<file path="config.mk">
export PLATFORM = sky130hd
export DESIGN_NAME = arith_responder
export DESIGN_NICKNAME = d
export VERILOG_FILES = /design/src/rtl/arith_pkg.sv /design/src/rtl/arith_restoring_div.sv /design/src/rtl/arith_responder.sv
export SDC_FILE = /design/constraint.sdc
export NUM_CORES = 1
export LEC_CHECK = 0
export BUFFER_PORTS_ARGS = -buffer_cell sky130_fd_sc_hd__buf_2
export CAP_MARGIN = 20
export CORE_UTILIZATION = 33
export DETAILED_ROUTE_END_ITERATION = 12
export SYNTH_ARGS = -nofsm -noshare
export SYNTH_HDL_FRONTEND = slang
export SYNTH_HIERARCHICAL = 1
export SYNTH_SLANG_ARGS = --single-unit
</file>
<file path="constraint.sdc">
create_clock -name clk -period 2.5 [get_ports clk]
set_input_delay 0.625 -clock clk [delete_from_list [all_inputs] [get_ports clk]]
set_output_delay 0.625 -clock clk [all_outputs]
set_load 0.01 [all_outputs]
</file>
<file path="src/rtl/arith_pkg.sv">
// Shared types for the arithmetic responder: request op-codes and FSM states.
package arith_pkg;

  localparam logic [1:0] OPC_ADD = 2'b00;
  localparam logic [1:0] OPC_SUB = 2'b01;
  localparam logic [1:0] OPC_MUL = 2'b10;
  localparam logic [1:0] OPC_DIV = 2'b11;

  typedef enum logic [1:0] {
    OP_ADD = OPC_ADD,
    OP_SUB = OPC_SUB,
    OP_MUL = OPC_MUL,
    OP_DIV = OPC_DIV
  } op_e;

  typedef enum logic [2:0] {
    S_IDLE,
    S_ADD,
    S_MUL,
    S_DIV,
    S_DONE
  } state_e;

endpackage

</file>
<file path="src/rtl/arith_restoring_div.sv">
// Unsigned restoring divider: one quotient bit per step, MSB first.
// Loaded by start, advanced one bit per step by the parent FSM.
module arith_restoring_div #(
  parameter int WIDTH = 4
) (
  input  logic             clk,
  input  logic             rst,
  input  logic             start,
  input  logic             step,
  input  logic [WIDTH-1:0] dividend,
  input  logic [WIDTH-1:0] divisor,
  output logic [WIDTH-1:0] quotient,
  output logic [WIDTH-1:0] remainder
);

  logic [WIDTH-1:0] rem_q;
  logic [WIDTH-1:0] quo_q;
  logic [WIDTH-1:0] dvs_q;
  logic [WIDTH:0]   shifted;
  logic [WIDTH:0]   diff;

  // quo_q starts as the dividend; its MSBs are consumed as quotient bits enter at the bottom
  always_comb begin
    shifted = {rem_q, quo_q[WIDTH-1]};
    diff    = shifted - {1'b0, dvs_q};
  end

  always_ff @(posedge clk or posedge rst) begin
    if (rst) begin
      rem_q <= '0;
      quo_q <= '0;
      dvs_q <= '0;
    end else if (start) begin
      rem_q <= '0;
      quo_q <= dividend;
      dvs_q <= divisor;
    end else if (step) begin
      if (!diff[WIDTH]) begin
        rem_q <= diff[WIDTH-1:0];
        quo_q <= {quo_q[WIDTH-2:0], 1'b1};
      end else begin
        rem_q <= shifted[WIDTH-1:0];
        quo_q <= {quo_q[WIDTH-2:0], 1'b0};
      end
    end
  end

  assign quotient  = quo_q;
  assign remainder = rem_q;

endmodule

</file>
<file path="src/rtl/arith_responder.sv">
// Sequential arithmetic responder: add/sub in one cycle, shift-add mul and restoring div over WIDTH cycles.
// Optional ARITH_DIVZERO_FLAG_EN adds rsp_div_by_zero and short-circuits divide-by-zero straight to DONE.
module arith_responder
  import arith_pkg::*;
#(
  parameter int WIDTH = 4
) (
  input  logic               clk,
  input  logic               rst,
  input  logic               req_valid,
  output logic               req_ready,
  input  logic [1:0]         req_op,
  input  logic [WIDTH-1:0]   req_a,
  input  logic [WIDTH-1:0]   req_b,
  output logic               rsp_valid,
  input  logic               rsp_ready,
  output logic [WIDTH-1:0]   rsp_sum,
  output logic               rsp_carry,
  output logic [2*WIDTH-1:0] rsp_product,
  output logic [WIDTH-1:0]   rsp_quotient,
`ifdef ARITH_DIVZERO_FLAG_EN
  output logic               rsp_div_by_zero,
`endif
  output logic [WIDTH-1:0]   rsp_remainder
);

  localparam int CW = $clog2(WIDTH + 1);
  localparam logic [CW-1:0] LAST_STEP = CW'(WIDTH - 1);

  state_e             state_q, state_d;
  op_e                req_op_e;
  op_e                op_q;
  logic [CW-1:0]      step_q;
  logic [WIDTH-1:0]   a_q, b_q;
  logic [WIDTH-1:0]   sum_q;
  logic               carry_q;
  logic [2*WIDTH-1:0] acc_q, mcand_q;
  logic [WIDTH-1:0]   mplier_q;
  logic [WIDTH:0]     add_res;
  logic               accept, div_step, last_step;
  logic [WIDTH-1:0]   div_dividend, div_quo, div_rem;
`ifdef ARITH_DIVZERO_FLAG_EN
  logic               div_skip;
  logic               dbz_q;
`endif

  assign req_op_e  = op_e'(req_op);
  assign last_step = (step_q == LAST_STEP);
`ifdef ARITH_DIVZERO_FLAG_EN
  assign div_skip  = (req_op_e == OP_DIV) && (req_b == '0);
`endif

  always_ff @(posedge clk or posedge rst) begin
    if (rst) state_q <= S_IDLE;
    else     state_q <= state_d;
  end

  always_comb begin
    state_d   = state_q;
    req_ready = 1'b0;
    rsp_valid = 1'b0;
    accept    = 1'b0;
    div_step  = 1'b0;
    case (state_q)
      S_IDLE: begin
        req_ready = 1'b1;
        if (req_valid) begin
          accept = 1'b1;
          case (req_op_e)
            OP_ADD, OP_SUB: state_d = S_ADD;
            OP_MUL:         state_d = S_MUL;
`ifdef ARITH_DIVZERO_FLAG_EN
            default:        state_d = div_skip ? S_DONE : S_DIV;
`else
            default:        state_d = S_DIV;
`endif
          endcase
        end
      end
      S_ADD: state_d = S_DONE;
      S_MUL: if (last_step) state_d = S_DONE;
      S_DIV: begin
        div_step = 1'b1;
        if (last_step) state_d = S_DONE;
      end
      S_DONE: begin
        rsp_valid = 1'b1;
        if (rsp_ready) state_d = S_IDLE;
      end
      default: state_d = S_IDLE;
    endcase
  end

  // Subtraction is a + ~b + 1 so the carry doubles as the no-borrow flag
  always_comb begin
    if (op_q == OP_SUB) add_res = {1'b0, a_q} + {1'b0, ~b_q} + (WIDTH+1)'(1);
    else                add_res = {1'b0, a_q} + {1'b0, b_q};
  end

  always_ff @(posedge clk or posedge rst) begin
    if (rst) begin
      op_q     <= OP_ADD;
      a_q      <= '0;
      b_q      <= '0;
      step_q   <= '0;
      sum_q    <= '0;
      carry_q  <= 1'b0;
      acc_q    <= '0;
      mcand_q  <= '0;
      mplier_q <= '0;
    end else begin
      if (accept) begin
        op_q     <= req_op_e;
        a_q      <= req_a;
        b_q      <= req_b;
        step_q   <= '0;
        sum_q    <= '0;
        carry_q  <= 1'b0;
        acc_q    <= '0;
        mcand_q  <= {{WIDTH{1'b0}}, req_a};
        mplier_q <= req_b;
      end
      case (state_q)
        S_ADD: {carry_q, sum_q} <= add_res;
        S_MUL: begin
          step_q   <= step_q + CW'(1);
          if (mplier_q[0]) acc_q <= acc_q + mcand_q;
          mcand_q  <= mcand_q << 1;
          mplier_q <= mplier_q >> 1;
        end
        S_DIV: step_q <= step_q + CW'(1);
        default: ;
      endcase
    end
  end

`ifdef ARITH_DIVZERO_FLAG_EN
  always_ff @(posedge clk or posedge rst) begin
    if (rst)         dbz_q <= 1'b0;
    else if (accept) dbz_q <= div_skip;
  end
`endif

  // Non-div requests load zeros so the quotient/remainder fields read 0 for them
  assign div_dividend = (req_op_e == OP_DIV) ? req_a : '0;

  arith_restoring_div #(.WIDTH(WIDTH)) u_div (
    .clk       (clk),
    .rst       (rst),
    .start     (accept),
    .step      (div_step),
    .dividend  (div_dividend),
    .divisor   (req_b),
    .quotient  (div_quo),
    .remainder (div_rem)
  );

  assign rsp_sum     = sum_q;
  assign rsp_carry   = carry_q;
  assign rsp_product = acc_q;
`ifdef ARITH_DIVZERO_FLAG_EN
  assign rsp_quotient    = dbz_q ? '1 : div_quo;
  assign rsp_remainder   = dbz_q ? a_q : div_rem;
  assign rsp_div_by_zero = dbz_q && (state_q == S_DONE);
`else
  assign rsp_quotient  = div_quo;
  assign rsp_remainder = div_rem;
`endif

endmodule
</file>
[After elaboration in Yosys (flattened, before gate mapping)]
Cells that the tools add are included.
Storage, ports and cells
  bits in registers: 49
  input bits: 14
  output and inout port bits: 23
Operators by class
  $add $sub $neg: 6
  eq/ne operators: 12
  muxes and demuxes: 31
  bitwise operators: 1
  reduce and logical (&&, ||, !) cells: 9
Operator list (number)
  two-way mux 4 bit: 10
  two-way mux 8 bit: 5
  two-way mux 3 bit: 5
  one-hot mux 3 bit (4 select lines): 1
  adder 4 x 4 -> 5 bit: 2
  equality test 3 x 2 -> 1 bit, second input constant: 3
  adder 8 bit: 1
  two-way mux 1 bit: 8
  nonzero test 2 bit: 4
  adder 5 x 1 -> 5 bit, second input constant: 1
  two-way mux 5 bit: 1
  subtractor 5 x 4 -> 5 bit: 1
  equality test 2 x 1 -> 1 bit, second input constant: 2
  equality test 2 bit, second input constant: 2
  inequality test 2 bit, second input constant: 2
  inverter 4 bit: 1
  one-hot mux 2 bit (2 select lines): 1
  OR reduction 2 bit: 2
  adder 3 x 1 -> 3 bit, second input constant: 1
  equality test 3 x 1 -> 1 bit, second input constant: 1
  equality test 3 bit, second input constant: 1
  logical NOT 3 bit: 1
  AND reduction 3 bit: 1
  logical NOT 2 bit: 1
  inequality test 2 x 1 -> 1 bit, second input constant: 1

[Logic depth before layout (Yosys ltp)]
Gate-level depths: netlist (run 1).
  depth after elaboration: 5
  gate-level depth with buffers: 9
  mapped depth without buffers: 8

[By module]
The synthesis (run 1) kept the hierarchy.
By module, submodules not included
  arith_responder: instances 1, cells an instance 251, area each 2314.7 µm²
  arith_restoring_div: instances 1, cells an instance 73, area each 718.2 µm²

[Least setup slack after synthesis (run 1)]
Ideal clock, no wire load.
  path kind: register to register
  start point: reg u_div.quo_q[3] (netlist: u_div/quotient[3])
  end point: reg u_div.rem_q[1] (netlist: u_div/remainder[1])
  arrival time: 2126 ps
  required time: 2413 ps
  path slack: 287 ps
  stages on the path, launching flop included: 9
  path buffers: 0
  clock period less this slack: 2213 ps
  path through: dfrtp_1 > inv_1 > ha_1 > fa_1 > nand2b_1 > a21oi_4 > xnor2_2 > mux2_1 > a211oi_2
On the way
  word-level cells in the longest chain between the ends: 4
RTL lines
  start, declared: RTL line arith_restoring_div.sv:17  | logic [WIDTH-1:0] quo_q;
  start signal, assigned: RTL line arith_restoring_div.sv:35  | quo_q <= dividend;
  start signal, assigned: RTL line arith_restoring_div.sv:40  | quo_q <= {quo_q[WIDTH-2:0], 1'b1};
  start signal, assigned: RTL line arith_restoring_div.sv:43  | quo_q <= {quo_q[WIDTH-2:0], 1'b0};
  subtractor 5 x 4 -> 5 bit: RTL line arith_restoring_div.sv:25  | diff = shifted - {1'b0, dvs_q};
  two-way mux 4 bit: RTL line arith_restoring_div.sv:38  | if (!diff[WIDTH]) begin
  two-way mux 4 bit: RTL line arith_restoring_div.sv:37  | end else if (step) begin
  two-way mux 4 bit: RTL line arith_restoring_div.sv:33  | end else if (start) begin
  end signal, assigned: RTL line arith_restoring_div.sv:39  | rem_q <= diff[WIDTH-1:0];
  end signal, assigned: RTL line arith_restoring_div.sv:42  | rem_q <= shifted[WIDTH-1:0];
  end, declared: RTL line arith_restoring_div.sv:16  | logic [WIDTH-1:0] rem_q;
No other way between the ends. The select of a mux whose other input is x is not followed.
A chain may end at the register's enable or synchronous reset.

[Final worst setup path (run 1)]
  start point: reg u_div.quo_q[3] (netlist: u_div/quotient[3])
  end point: reg u_div.rem_q[0] (netlist: u_div/remainder[0])
On the way
  word-level cells in the longest chain between the ends: 4
RTL lines (RTL line)
  subtractor 5 x 4 -> 5 bit: arith_restoring_div.sv:25
  two-way mux 4 bit *: arith_restoring_div.sv:38
  two-way mux 4 bit *: arith_restoring_div.sv:37
  two-way mux 4 bit *: arith_restoring_div.sv:33
Every way passes the cells marked *; elsewhere a longest branch is shown, timed or not. The select of a mux whose other input is x is not followed.

==> flow_summary.rst, run 1 <==
.. list-table::
   :header-rows: 1

   * - Metric
     - Value
   * - Run status
     - finished with violations
   * - Failing checks
     - design-rule violations
   * - Routed via count divided by cell count
     - 4.94
   * - Vertical die dimension
     - 97.9 um
   * - Count of buffers inserted at the top-level ports
     - 36
   * - Total of endpoints with negative setup slack in the final report
     - 0
   * - Detailed placer's ending HPWL
     - 4.73 mm
   * - Starting density of the core
     - 34.4%
   * - Fill cells
     - 900
   * - Net count of the finished layout
     - 398
   * - Data required time at the worst endpoint
     - 2730 ps
   * - Total global-route track usage
     - 14.5%
   * - Number of enable-type register cells in the synthesized netlist
     - 0
   * - Number of antenna violations at the first check in global routing
     - 0
   * - Main combinational cell family by area after synthesis
     - simple AND/OR/NAND/NOR gates
   * - Area fraction in compound gates after synthesis
     - 14.6%
   * - Area of the placeable core
     - 0.00881 mm2
   * - Final critical path time including I/O delays and setup
     - 2300 ps
   * - Post-synthesis instance total
     - 324
   * - CTS hold repair buffers
     - 0
   * - Commonest register cell after synthesis
     - dfrtp_1
   * - Area leader, netlist
     - dfrtp_1
   * - Global-route wire length before repair
     - 11.0 mm
   * - Crit path capture type
     - register
   * - Count of vias placed by the detailed router
     - 2312
   * - Root buffer cell
     - clkbuf_8
   * - Share of post-route cells with drive strength above 1
     - 16.9%
   * - Mean routed wirelength per cell
     - 13.8 um
   * - Synthesized Nets
     - 363
   * - Chip Width
     - 97.9 um
   * - CTS tree
     - done
   * - Area share of xor/xnor cells in the synthesized design
     - 2.56%
   * - Yosys top cell area share
     - 43.7%
   * - Critical Path Source Type
     - register
   * - Basic-gate share of the synthesized area counting and, or, nand and nor cells
     - 17.8%
   * - Clock skew after layout
     - 11.9 ps
   * - # DRC
     - 3
   * - Largest cells by area after synthesis
     - dfrtp_1 (44%), ha_1 (8.7%), nand2_1 (6.6%)
   * - Final Cycle Share
     - 91.9%
   * - Maximum fanout count along the critical path
     - 5
   * - Power per cell area
     - 1240 mW/mm2
   * - Worst EP arrival
     - 2530 ps
   * - Overflow after GRT
     - 0
   * - Final Util
     - 39.1%
   * - # resized after CTS
     - 0
   * - Number of routed nets with antenna violations
     - 0
   * - Cell area after synthesis
     - 0.00303 mm2
   * - Mux contribution to synthesized area
     - 4.17%
   * - Unrepaired setup endpoints after global routing
     - no
   * - CTS clk-pin slew, worst paths
     - 100 ps
   * - Number of buffers between clock root and the deepest sink
     - 2
   * - Initial DRC Count
     - 91
   * - MaxCap Viol Count
     - 0
   * - Sink Count
     - 53
   * - Antenna diode count
     - 0
   * - Adder-cell area share of the yosys netlist
     - 11.3%
   * - Number of register bits inferred by synthesis
     - 53
   * - Number of distinct library cell variants in the gate-level netlist after synthesis
     - 50
   * - Slew at the pin closest to its max-slew limit
     - 570 ps
   * - Sequential-to-total area share from yosys stat
     - 43.7%
   * - Total iterations of the first detailed-routing run
     - 8
   * - Relative slew slack
     - 62.0%
   * - H-tree depth reported by CTS
     - 2
   * - Clock insertion delay at the later pin of the skew report
     - 310 ps
   * - Routed wire length
     - 6.46 mm
   * - Vias in the first global route
     - 2274
   * - Layout overhead on the synthesized area
     - 13.5%
   * - Category of the most critical setup path
     - reg -> reg
   * - Hold Fails Final Rpt
     - 0
   * - Gpl congestion
     - 0.840
   * - Number of synthesis warnings
     - 6
   * - Slew Viols, Final
     - 0
   * - Setup TNS
     - 0 ps
   * - Achievable Freq
     - 435 MHz
   * - Average cell area after synthesis
     - 9.36 um2
   * - Clock buffer count from CTS
     - 5
   * - Count of pins on the block boundary
     - 37
   * - Classification of the worst-slack hold path
     - in -> async
   * - Pin count of the biggest net entering global routing
     - 42
   * - Largest vdd supply drop
     - 0.451 mV
   * - Number of setup buffers added after CTS
     - 0
   * - Share of flip-flops with an asynchronous set or reset after synthesis
     - 100%
   * - Leak
     - 1.65 nW
   * - Number of placement rows
     - 34
   * - Die Footprint
     - 0.00958 mm2
[state kept, by name, indices dropped and copies added, names as in the netlist]
name	flops
op_q	2
rsp_sum	4
rsp_carry	1
u_div/remainder	4
state_q	3
rsp_product	8
mplier_q	4
u_div/dvs_q	4
mcand_q	8
a_q	4
b_q	4
step_q	3
u_div/quotient	4
[routing by layer]
layer,vias up,part of all wire (%),GRT usage (%)
li1,1178,-,-
met1,1101,49,19.7
met2,27,47,23.3
met3,6,2.7,2.79
met4,0,1.4,4.55
met5,-,0,0
[cells by family (layout without fill, tap and decap cells)]
logic type	count (synthesis)	in the layout
AOI/OAI and AO/OA	70	70
and+or+nand+nor	114	114
xor gates and xnor gates	8	8
buffers and inverters	42	78
adders and majority gates	25	25
muxes	12	12
DFF	53	53
[worst max-delay path: stages (launching register included)]
cell      delay [ps]
dfrtp_1          370
inv_1             60
ha_1             210
fa_1             400
nand2b_1         200
a21oi_4          210
xnor2_2          190
mux2_1           370
a211oi_2         210
[cell usage in the layout (no fill, tap or decap), types with 6 or more instances in the layout]
master	instances
a21oi_1	9
buf_2	36
buf_4	7
clkbuf_8	6
dfrtp_1	53
ha_1	21
inv_1	27
mux2i_1	7
nand2_1	53
nand3_1	19
nor2_1	13
o21ai_0	33
xor2_1	6
[where the power goes]
part	leakage (nW)	internal, mW	switching, mW	total, mW
registers	0.688	1.21	0.272	1.48
clock network	0.0585	0.327	0.279	0.606
logic	0.906	0.924	1.25	2.17
total	1.65	2.46	1.80	4.26
[final timing paths]
| kind | startpoint | end | slack [ps] | cells after the start |
|---|---|---|---|---|
| setup reg to reg | u_div/quotient[3] | u_div/remainder[0] | 200 | 8 |
| hold reg to reg | rsp_product[7] | rsp_product[7] | 470 | 1 |
| setup / recovery | u_div/quotient[3] | u_div/remainder[0] | 200 | 8 |
| min in group clk | rsp_product[7] | rsp_product[7] | 470 | 1 |
| hold / removal | rst | u_div/dvs_q[2] | 340 | 2 |
| max in group asynchronous | rst | mplier_q[3] | 1680 | 3 |
[cell type report]
class,count,area [um2],area share [%]
multi-input cells,229,1530,44.5
flip-flops and latches,53,1330,38.5
repair buffers,43,233,6.76
well taps,108,135,3.92
inverters,27,101,2.94
clock buffers,7,86.3,2.51
clock inverters,1,30.0,0.872
[Yosys cell counts (3+ instances only)]
cell	n
a21oi_1	9
a31oi_1	3
and3_1	4
buf_1	3
buf_2	8
clkbuf_1	3
dfrtp_1	53
fa_1	4
ha_1	21
inv_1	27
mux2_2	3
mux2i_1	7
nand2_1	53
nand2b_1	5
nand3_1	19
nor2_1	13
nor2b_1	3
nor3_1	4
nor3b_1	3
o21ai_0	33
o21ai_1	5
or3_1	3
xor2_1	6
[through the flow]
stage	instance area [um2]	worst slack (ps)	hold slack, ps	std cells	power, mW
floorplan	3030	287	449	324	3.15
global placement	3330	257	455	460	3.63
detailed placement	3330	229	468	460	3.68
CTS	3440	202	341	468	4.31
global route	3440	65.6	375	468	4.70
finish	3440	203	338	468	4.26
Power figures use the tool's default switching activity.
==> inputs of run 2 (changes only) <==
- ABC_AREA: default -> 1
==> run 2 against run 1 <==
Against the previous run:
- sequential share of layout area fell by 0.44 points
- setup slack improved by 440 ps
- area after synthesis rose by 2.5%
- wire length rose by 1.4%
- global-route usage rose by 0.068 points
- critical path type is now reg -> out
- flip-flop and latch count did not move
- the flow now finishes without violations
- fmax rose by 24%
- worst hold slack got worse by 1.7 ps
- power rose by 2.9%
- clock power fell by 18%
==> flow_summary.rst, run 2 <==
.. list-table::
   :header-rows: 1

   * - Metric
     - Value
   * - Post-synth top cells
     - nand2_1 (125), inv_1 (59), dfrtp_1 (53)
   * - Starting density of the core
     - 33.8%
   * - CP max stage delay
     - 460 ps
   * - Placement Cell Area
     - 0.00340 mm2
   * - Global-route wire length before repair
     - 11.4 mm
   * - Unrepaired setup endpoints after global routing
     - no
   * - Die Footprint
     - 0.00981 mm2
   * - Commonest non-fill, non-tap cells in the layout
     - nand2_1 (125), inv_1 (59), dfrtp_1 (53), buf_2 (36), nand3_1 (34)
   * - H-tree depth reported by CTS
     - 2
   * - Initial DRC Count
     - 125
   * - Count of placed standard cells including taps
     - 530
   * - Clock buffer count from CTS
     - 5
   * - Run status
     - complete, no violations
   * - Final Cycle Share
     - 74.2%
   * - Antenna diode count
     - 0
   * - Chip Width
     - 99.0 um
   * - Ordered list of cells on the worst path
     - nor3_1 > buf_2
   * - Commonest register cell after synthesis
     - dfrtp_1
   * - Largest cells by area after synthesis
     - dfrtp_1 (43%), nand2_1 (15%), ha_1 (8.5%)
   * - # DRC
     - 0
   * - Synthesized Nets
     - 425
   * - Clock skew after layout
     - 13.6 ps
   * - Area of the placeable core
     - 0.00920 mm2
   * - Launching instance or port of the critical path
     - state_q[1]
   * - # resized after CTS
     - 0
   * - Number of enable-type register cells in the synthesized netlist
     - 0
   * - Count of vias placed by the detailed router
     - 2506
   * - Number of setup buffers added after CTS
     - 0
   * - Number of distinct library cell variants in the gate-level netlist after synthesis
     - 33
   * - Clock insertion delay at the later pin of the skew report
     - 320 ps
   * - Final critical path time including I/O delays and setup
     - 1860 ps
   * - Crit path capture type
     - primary output
   * - Pin count of the biggest net entering global routing
     - 42
   * - Overflow after GRT
     - 0
   * - Worst slack at placement
     - 667 ps
   * - Sequential-to-total area share from yosys stat
     - 42.7%
   * - Worst-path cell with the longest stage delay
     - dfrtp_1
   * - Number of routed nets with antenna violations
     - 0
   * - Post-synthesis instance total
     - 386
   * - Startpoint of the lowest-slack register-to-register path
     - u_div/quotient[3]
   * - Sink Count
     - 53
   * - Yosys top cell area share
     - 42.7%
   * - Share of flip-flops with an asynchronous set or reset after synthesis
     - 100%
   * - Average cell area after synthesis
     - 8.05 um2
   * - Number of register bits inferred by synthesis
     - 53
   * - CTS tree
     - done
   * - Power per cell area
     - 1260 mW/mm2
   * - Routed wire length
     - 6.55 mm
   * - Number of synthesis warnings
     - 6
   * - Classification of the worst-slack hold path
     - in -> async
   * - Detailed placer's ending HPWL
     - 5.04 mm
   * - CTS hold repair buffers
     - 0
   * - Slew Viols, Final
     - 0
   * - Gpl congestion
     - 0.855
   * - Largest vdd supply drop
     - 0.555 mV
   * - MaxCap Viol Count
     - 0
   * - Leak
     - 1.94 nW
   * - Leading cell type by number of instances after synthesis
     - nand2_1
   * - Vertical die dimension
     - 99.0 um
   * - Cell Count, Final, Fillers Out
     - 538
   * - Relative slew slack
     - 64.5%
   * - Share of post-route cells with drive strength above 1
     - 14.8%
   * - PnR Total Power
     - 4.39 mW
   * - Cell area after synthesis
     - 0.00311 mm2
   * - Data required time at the worst endpoint
     - 1880 ps
   * - CTS clk-pin slew, worst paths
     - 90 ps
   * - Number of antenna violations at the first check in global routing
     - 0
   * - Maximum fanout count along the critical path
     - 5
   * - Post-Layout Inst Area
     - 0.00348 mm2
   * - Total iterations of the first detailed-routing run
     - 4
   * - Root buffer cell
     - clkbuf_8
   * - Critical Path Source Type
     - register
   * - Routed via count divided by cell count
     - 4.66
   * - Worst EP arrival
     - 1230 ps
   * - Total global-route track usage
     - 14.5%
   * - Hold Fails Final Rpt
     - 0
   * - Layout overhead on the synthesized area
     - 12.1%
   * - Leading cell type in the layout, fill and taps excluded
     - nand2_1
   * - Worst Setup Slack, final
     - 645 ps
   * - Number of buffers between clock root and the deepest sink
     - 2
   * - Setup TNS
     - 0 ps
   * - Count of buffers inserted at the top-level ports
     - 36
   * - Slew at the pin closest to its max-slew limit
     - 530 ps
   * - Crit path max-delay family
     - flip-flops
   * - Net count of the finished layout
     - 465
   * - Number of placement rows
     - 35
   * - Count of pins on the block boundary
     - 37
   * - Category of the most critical setup path
     - reg -> out
   * - Total of endpoints with negative setup slack in the final report
     - 0
   * - Mean routed wirelength per cell
     - 12.2 um
   * - Vias in the first global route
     - 2455
   * - Area leader, netlist
     - dfrtp_1
   * - Achievable Freq
     - 539 MHz
   * - Combined buffer and inverter count along the critical path
     - 1
run 2: changes by cell type after synthesis, moves of 4 or more:
cell | before | now
mux2i_1 | 7 | 0
and3_1 | 4 | 0
nand2b_1 | 5 | 0
xor2_1 | 6 | 2
inv_1 | 27 | 59
buf_2 | 8 | 1
o21ai_1 | 5 | 0
nand3_1 | 19 | 34
o21ai_0 | 33 | 17
nand2_1 | 53 | 125
nor2_1 | 13 | 21
run 2: logic make-up (layout without fill, tap and decap cells):
family	count (synthesis)	in the layout	synth area share (%)
AOI/OAI and AO/OA	37	37	6.96
DFF	53	53	42.7
and+or+nand+nor	198	198	28.6
xor gates and xnor gates	5	5	1.41
adders and majority gates	25	25	11.0
muxes	1	1	0.362
buffers and inverters	67	108	8.98
run 2: worst paths after layout:
check | endpoint | slack (ps) | cells after the start
max | rsp_valid | 640 | 2
min | u_div/remainder[3] | 340 | 2
max reg2reg | u_div/remainder[1] | 700 | 11
min reg2reg | rsp_sum[3] | 480 | 2
max in group asynchronous | rsp_product[6] | 1700 | 3
min in group clk | rsp_sum[3] | 480 | 2
run 2: cell type report:
| cell class | count | area (um2) |
|---|---|---|
| Clock buffer | 6 | 72.6 |
| Multi-Input combinational cell | 266 | 1500 |
| Tap cell | 111 | 139 |
| Inverter | 62 | 233 |
| Timing Repair Buffer | 38 | 195 |
| Fill cell | 976 | 5710 |
| Clock inverter | 2 | 15.0 |
| Sequential cell | 53 | 1330 |
run 2: layer usage:
layer  GRT usage [%]  share of wire, %
met5               0                 0
met4            3.79              0.32
met3            2.27               3.7
met2            23.5                46
met1            20.3                50
run 2: power breakdown:
part / internal [mW] / switching, mW
Combinational: 0.926 / 1.49
Clock: 0.198 / 0.295
Sequential: 1.22 / 0.257
Total: 2.35 / 2.04
run 2: metrics by stage:
| stage | hold WS [ps] | utilization, % |
|---|---|---|
| final | 336 | 37.9 |
| after global routing | 386 | 37.9 |
| after CTS | 352 | 37.9 |
| after detailed placement | 468 | 36.9 |
| after global placement | 459 | 36.9 |
| after floorplan | 450 | - |
